==> src/rtl/pad_cfg_sequencer.sv <==
// ============================================================================
// Module   : pad_cfg_sequencer
// Purpose  : Per-pad configuration store streamed into the padframe over two
//            serial shift chains. Optional build macro: PAD_CFG_AUTOLOAD_EN
// Revision : 1.0 - initial release
// ============================================================================
`default_nettype none

module pad_cfg_sequencer #(
    parameter int                  NUM_PADS    = 38,
    parameter int                  SPLIT       = 19,
    parameter int                  CFG_BITS    = 13,
    parameter int                  CLK_DIV     = 2,
    parameter logic [CFG_BITS-1:0] DEFAULT_CFG = 13'h0403
) (
    input  logic                        wb_clk_i,
    input  logic                        wb_rst_i,
    input  logic                        cfg_wr_en,
    input  logic [$clog2(NUM_PADS)-1:0] cfg_wr_addr,
    input  logic [CFG_BITS-1:0]         cfg_wr_data,
    output logic                        cfg_wr_err,
    input  logic [$clog2(NUM_PADS)-1:0] cfg_rd_addr,
    output logic [CFG_BITS-1:0]         cfg_rd_data,
    input  logic                        start,
    output logic                        busy,
    output logic                        done,
    output logic                        pads_configured,
    output logic                        serial_clock,
    output logic                        serial_load,
    output logic                        serial_data_1,
    output logic                        serial_data_2
);

    localparam int AW = $clog2(NUM_PADS);
    localparam int L  = (SPLIT > NUM_PADS - SPLIT) ? SPLIT : NUM_PADS - SPLIT;
    localparam int WW = (L > 1) ? $clog2(L) : 1;
    localparam int BW = (CFG_BITS > 1) ? $clog2(CFG_BITS) : 1;
    localparam int DW = $clog2(2 * CLK_DIV);

    localparam logic [DW-1:0] c_div_last = DW'(2 * CLK_DIV - 1);
    localparam logic [DW-1:0] c_div_half = DW'(CLK_DIV - 1);
    localparam logic [WW-1:0] c_word_last = WW'(L - 1);
    localparam logic [BW-1:0] c_bit_msb = BW'(CFG_BITS - 1);

    typedef enum logic [1:0] {
        S_IDLE  = 2'd0,
        S_SHIFT = 2'd1,
        S_LOAD  = 2'd2
    } state_t;

    state_t              r_state;
    logic [CFG_BITS-1:0] r_store [NUM_PADS];
    logic [DW-1:0]       r_div;
    logic [WW-1:0]       r_word;
    logic [BW-1:0]       r_bit;
    logic                r_wr_err;
    logic                r_busy;
    logic                r_done;
    logic                r_cfgd;
    logic                r_sclk;
    logic                r_sload;
    logic                r_sd1;
    logic                r_sd2;

    logic                w_wr_ok;
    logic                w_start;
    logic                w_last_bit;
    logic [WW-1:0]       w_nword;
    logic [BW-1:0]       w_nbit;
    int                  w_i1;
    int                  w_i2;
    logic [CFG_BITS-1:0] w_word1;
    logic [CFG_BITS-1:0] w_word2;

`ifdef PAD_CFG_AUTOLOAD_EN
    logic r_auto;

    // High only in the first cycle after reset, acting as an internal start.
    always_ff @(posedge wb_clk_i) begin
        if (wb_rst_i) r_auto <= 1'b1;
        else          r_auto <= 1'b0;
    end

    assign w_start = start | r_auto;
`else
    assign w_start = start;
`endif

    assign w_wr_ok    = cfg_wr_en && (r_state == S_IDLE) && (int'(cfg_wr_addr) < NUM_PADS);
    assign w_last_bit = (r_word == c_word_last) && (r_bit == '0);
    assign cfg_rd_data = (int'(cfg_rd_addr) < NUM_PADS) ? r_store[cfg_rd_addr] : '0;

    // Next word/bit position and its data; a write landing with start is forwarded.
    always_comb begin
        w_nword = '0;
        w_nbit  = c_bit_msb;
        if (r_state != S_IDLE) begin
            if (r_bit == '0) begin
                w_nword = r_word + 1'b1;
            end else begin
                w_nword = r_word;
                w_nbit  = r_bit - 1'b1;
            end
        end
        w_i1    = L - 1 - int'(w_nword);
        w_i2    = NUM_PADS - L + int'(w_nword);
        w_word1 = '0;
        w_word2 = '0;
        if (w_i1 >= 0 && w_i1 < SPLIT)
            w_word1 = (w_wr_ok && int'(cfg_wr_addr) == w_i1) ? cfg_wr_data : r_store[AW'(w_i1)];
        if (w_i2 >= SPLIT && w_i2 < NUM_PADS)
            w_word2 = (w_wr_ok && int'(cfg_wr_addr) == w_i2) ? cfg_wr_data : r_store[AW'(w_i2)];
    end

    always_ff @(posedge wb_clk_i) begin
        if (wb_rst_i) begin
            r_state  <= S_IDLE;
            r_div    <= '0;
            r_word   <= '0;
            r_bit    <= '0;
            r_wr_err <= 1'b0;
            r_busy   <= 1'b0;
            r_done   <= 1'b0;
            r_cfgd   <= 1'b0;
            r_sclk   <= 1'b0;
            r_sload  <= 1'b0;
            r_sd1    <= 1'b0;
            r_sd2    <= 1'b0;
            for (int i = 0; i < NUM_PADS; i++) r_store[i] <= DEFAULT_CFG;
        end else begin
            r_wr_err <= cfg_wr_en && !w_wr_ok;
            r_done   <= 1'b0;
            if (w_wr_ok) r_store[cfg_wr_addr] <= cfg_wr_data;
            case (r_state)
                S_IDLE: begin
                    if (w_start) begin
                        r_state <= S_SHIFT;
                        r_busy  <= 1'b1;
                        r_div   <= '0;
                        r_word  <= w_nword;
                        r_bit   <= w_nbit;
                        r_sclk  <= 1'b0;
                        r_sd1   <= w_word1[w_nbit];
                        r_sd2   <= w_word2[w_nbit];
                    end
                end
                S_SHIFT: begin
                    if (r_div == c_div_last) begin
                        r_div  <= '0;
                        r_sclk <= 1'b0;
                        if (w_last_bit) begin
                            r_state <= S_LOAD;
                            r_sload <= 1'b1;
                            r_sd1   <= 1'b0;
                            r_sd2   <= 1'b0;
                        end else begin
                            r_word <= w_nword;
                            r_bit  <= w_nbit;
                            r_sd1  <= w_word1[w_nbit];
                            r_sd2  <= w_word2[w_nbit];
                        end
                    end else begin
                        r_div <= r_div + 1'b1;
                        if (r_div == c_div_half) r_sclk <= 1'b1;
                    end
                end
                S_LOAD: begin
                    if (r_div == c_div_last) begin
                        r_state <= S_IDLE;
                        r_div   <= '0;
                        r_sload <= 1'b0;
                        r_busy  <= 1'b0;
                        r_done  <= 1'b1;
                        r_cfgd  <= 1'b1;
                    end else begin
                        r_div <= r_div + 1'b1;
                    end
                end
                default: r_state <= S_IDLE;
            endcase
        end
    end

    assign cfg_wr_err      = r_wr_err;
    assign busy            = r_busy;
    assign done            = r_done;
    assign pads_configured = r_cfgd;
    assign serial_clock    = r_sclk;
    assign serial_load     = r_sload;
    assign serial_data_1   = r_sd1;
    assign serial_data_2   = r_sd2;

endmodule

`default_nettype wire

==> config.mk <==
export PLATFORM = sky130hd
export DESIGN_NAME = pad_cfg_sequencer
export DESIGN_NICKNAME = d
export VERILOG_FILES = /design/src/rtl/pad_cfg_sequencer.sv
export SDC_FILE = /design/constraint.sdc
export NUM_CORES = 1
export LEC_CHECK = 0
export BUFFER_PORTS_ARGS = -buffer_cell sky130_fd_sc_hd__buf_2
export CAP_MARGIN = 0
export CORE_ASPECT_RATIO = 0.5
export CORE_MARGIN = 2
export CORE_UTILIZATION = 25
export CTS_CLUSTER_SIZE = 16
export DETAILED_ROUTE_END_ITERATION = 10
export HOLD_SLACK_MARGIN = 0.03
export PLACE_DENSITY_LB_ADDON = 0.3
export RECOVER_POWER = 25
export SYNTH_ARGS = -nofsm -noshare
export SYNTH_HDL_FRONTEND = slang
export SYNTH_SLANG_ARGS = --single-unit
export TNS_END_PERCENT = 5
==> constraint.sdc <==
create_clock -name wb_clk_i -period 5.65 [get_ports wb_clk_i]
set_input_delay 0.565 -clock wb_clk_i [delete_from_list [all_inputs] [get_ports wb_clk_i]]
set_output_delay 0.565 -clock wb_clk_i [all_outputs]
set_load 0.05 [all_outputs]
==> results.ini <==
[run_status]
status=finished with violations
violations=capacitance limit, slew limit

[clock_network]
cts.sinks=853
post_cts_resized=0
cts_root_buf=clkbuf_16
cts_buffer_depth=3
clk_latency_ns=0.72
hold_buffers=0
cts_max_level=3
cts_buffers=97
cts_tree=done
clkSlewWorstSetupHoldPaths_ns=0.07
postCtsSetupBuffers=0

[timing]
holdWs_ns=0.221
fmax_ghz=0.194
period_share_pct=91.3
rsz0062_at_grt=no
slew_headroom_pct=-143
finalClockSkew_ns=0.0234
max_slew.worst_pin.slew_ns=3.65
fin_crit_ns=5.16
fin_setup_tns_ns=0
fin_ws_ns=0.493
hold_violations=0
slew_viol_final=818
setup_viol=0

[synthesis]
synth.largest_area_cell=edfxtp_1
synth_fa_ha_area_share_pct=0.300
synth-edff-count=832
ys_seq_elements=853
synthArstFlopShare_pct=0
synth_compound_area_share_pct=5.53
ys.warnings.count=0
ys_types=86
synth.top_cells.by_count=832 x edfxtp_1, 397 x mux4_2, 394 x and2_1
synth.avg_cell_area_um2=14.5
yosysMostFrequentCell=edfxtp_1
ys_seq_area_share_pct=55.5
synth_top_area_share_pct=54.5
synth_top_family_by_area=multiplexers
syn_area_um2=45800
synth_xor_area_share_pct=0.352
synth_mux_area_share_pct=23.4
synth-simple-area-share_pct=12.0
netlist_instances=3158
synth_area_leaders=edfxtp_1 55%, mux4_2 20%, and2_1 5.4%, mux2i_1 3.6%, clkbuf_1 1.7%
ys.flop_type=edfxtp_1

[die]
core_um2=183000
start_util_pct=25.1
io_pins=50
die_w_um=609
rows=111
die_h_um=307
dieArea_um2=187000

[setup_path]
cp-end-kind=flip-flop
cp_data_required_time_ns=6.24
crit_type=reg2reg
path_cells=inv_1 > ha_1 > or3b_1 > a21oi_4 > ha_4 > buf_12 > mux4_2 > and2_1 > a211oi_1 > o21bai_1 > o2111ai_1 > a21oi_1 > a311oi_1 > a31oi_1
crit_family=compound AO/OA/AOI/OAI gates
slowest_stage=ha_4
crit_path_max_fanout=40
max_stage_delay_ns=0.78
critical_path_buf_inv_count=2
arrival_ns=5.75
start_kind=flip-flop

[worst_hold_path]
hold_path_class=in2reg

[placement]
io_buffers=49
place_congestion=0.956
pre_cts_ws_ns=0.608
dp_hpwl_um=112000

[detailed_routing]
wl_per_cell_um=27.0
drt_pass1_iterations=6
wirelength_um=163000
vias=31200
drt_iter0_markers=4510
ant_nets=0
drc=0
viasPerCell=5.15

[pwr]
total_power_uw=19600
power.density_nw_per_um2=366
leakage_uw=0.0178
peakVddDrop_mv=0.245

[global_routing]
antenna_found_initial=13
globalRouteOverflowTotal=0
grt_pass1_vias=30200
grt_first_pass_wirelength_um=230000
grt_start_max_net_pins=86
grtUsageTotal_pct=17.0

[flow_run]
maxCapViolations=15

[finish]
fin_nets=3580
final_layout_size_suffix_gt1_share_pct=21.6
area_delta_synth_final_pct=17.0

## cell type report
class	count	area (um^2)
multi-input combinational	2348	20400
tap	2429	3040
timing repair buffer	224	1630
inverter	16	86.3
clock buffer	133	2680
sequential	853	25400
antenna	3	7.51
fill	18400	129000
clock inverter	43	327
## stage by stage
step | area, um^2 | util (%) | std cells
6_report | 53600 | 29.3 | 6049
5_1_grt | 53600 | 29.3 | 6048
4_1_cts | 53600 | 29.4 | 6046
3_5_place_dp | 50600 | 27.7 | 5870
3_3_place_gp | 50600 | 27.7 | 5870
2_1_floorplan | 47100 | - | 3495
## flip-flops by register name (all words and copies together), names as in the netlist
name / cells
r_store: 832
pads_configured: 1
r_bit: 4
serial_data_1: 1
r_word: 5
serial_clock: 1
done: 1
serial_load: 1
r_state: 2
serial_data_2: 1
cfg_wr_err: 1
r_div: 2
busy: 1
## layer usage
layer	vias to the layer above	track usage [%]	wire, um
met5	-	0	0
met4	0	6.57	6890
met3	280	2.84	14400
met2	1675	26.7	74200
met1	16300	23.6	67700
li1	12900	-	-
## worst reg2reg max path: cells and delay by family, from the launching register on
family | cells | cell delay [ns]
adder cells (fa/ha/maj) | 2 | 1.02
AO/OA/AOI/OAI | 7 | 2.09
AND/OR/NAND/NOR | 2 | 0.71
multiplexers | 1 | 0.38
buffers and inverters | 2 | 0.49
flip-flops | 1 | 0.35
## path summary, 6_finish.rpt
kind / startpoint / end / slack (ns) / cells after the start
worst min-delay path: cfg_wr_en / cfg_wr_err / 0.22 / 2
worst max-delay path: r_bit[0] / serial_data_1 / 0.49 / 14
worst min register to register: busy / busy / 0.49 / 2
worst max register to register: r_bit[0] / serial_data_1 / 0.49 / 14
## cells by family after synthesis
family          after synthesis
fa+ha+maj                    11
flops                       853
xor+xnor                     15
compound gates              387
mux                         571
other cells                   1
buf+inv                     294
simple gates               1026
## cell usage in the layout (no fill, tap or decap), types with 7 or more instances in the layout
master / instances
and2_1: 394
a31oi_1: 32
buf_2: 39
clkbuf_1: 48
a21oi_1: 62
a32oi_1: 7
nand4_1: 19
clkbuf_8: 7
clkinv_1: 15
o221ai_1: 28
xnor2_1: 7
and3_1: 8
nand2_1: 202
mux2i_1: 166
nand3_1: 48
a211oi_1: 35
nor3_1: 14
a311oi_1: 10
mux4_2: 397
edfxtp_1: 832
nand2b_1: 8
o22ai_1: 54
inv_1: 15
o21ai_0: 56
nor2_1: 169
conb_1: 338
o21ai_1: 40
clkbuf_16: 99
clkinv_2: 16
dfxtp_1: 21
ha_1: 10
buf_4: 154
or3_1: 116
buf_12: 9
## report_power, final
part / total [uW] / internal, uW / switching, uW
Sequential: 7460 / 7290 / 175
Clock: 6120 / 3440 / 2670
Combinational: 6030 / 2410 / 3620
(Power assumes the default switching activity.)
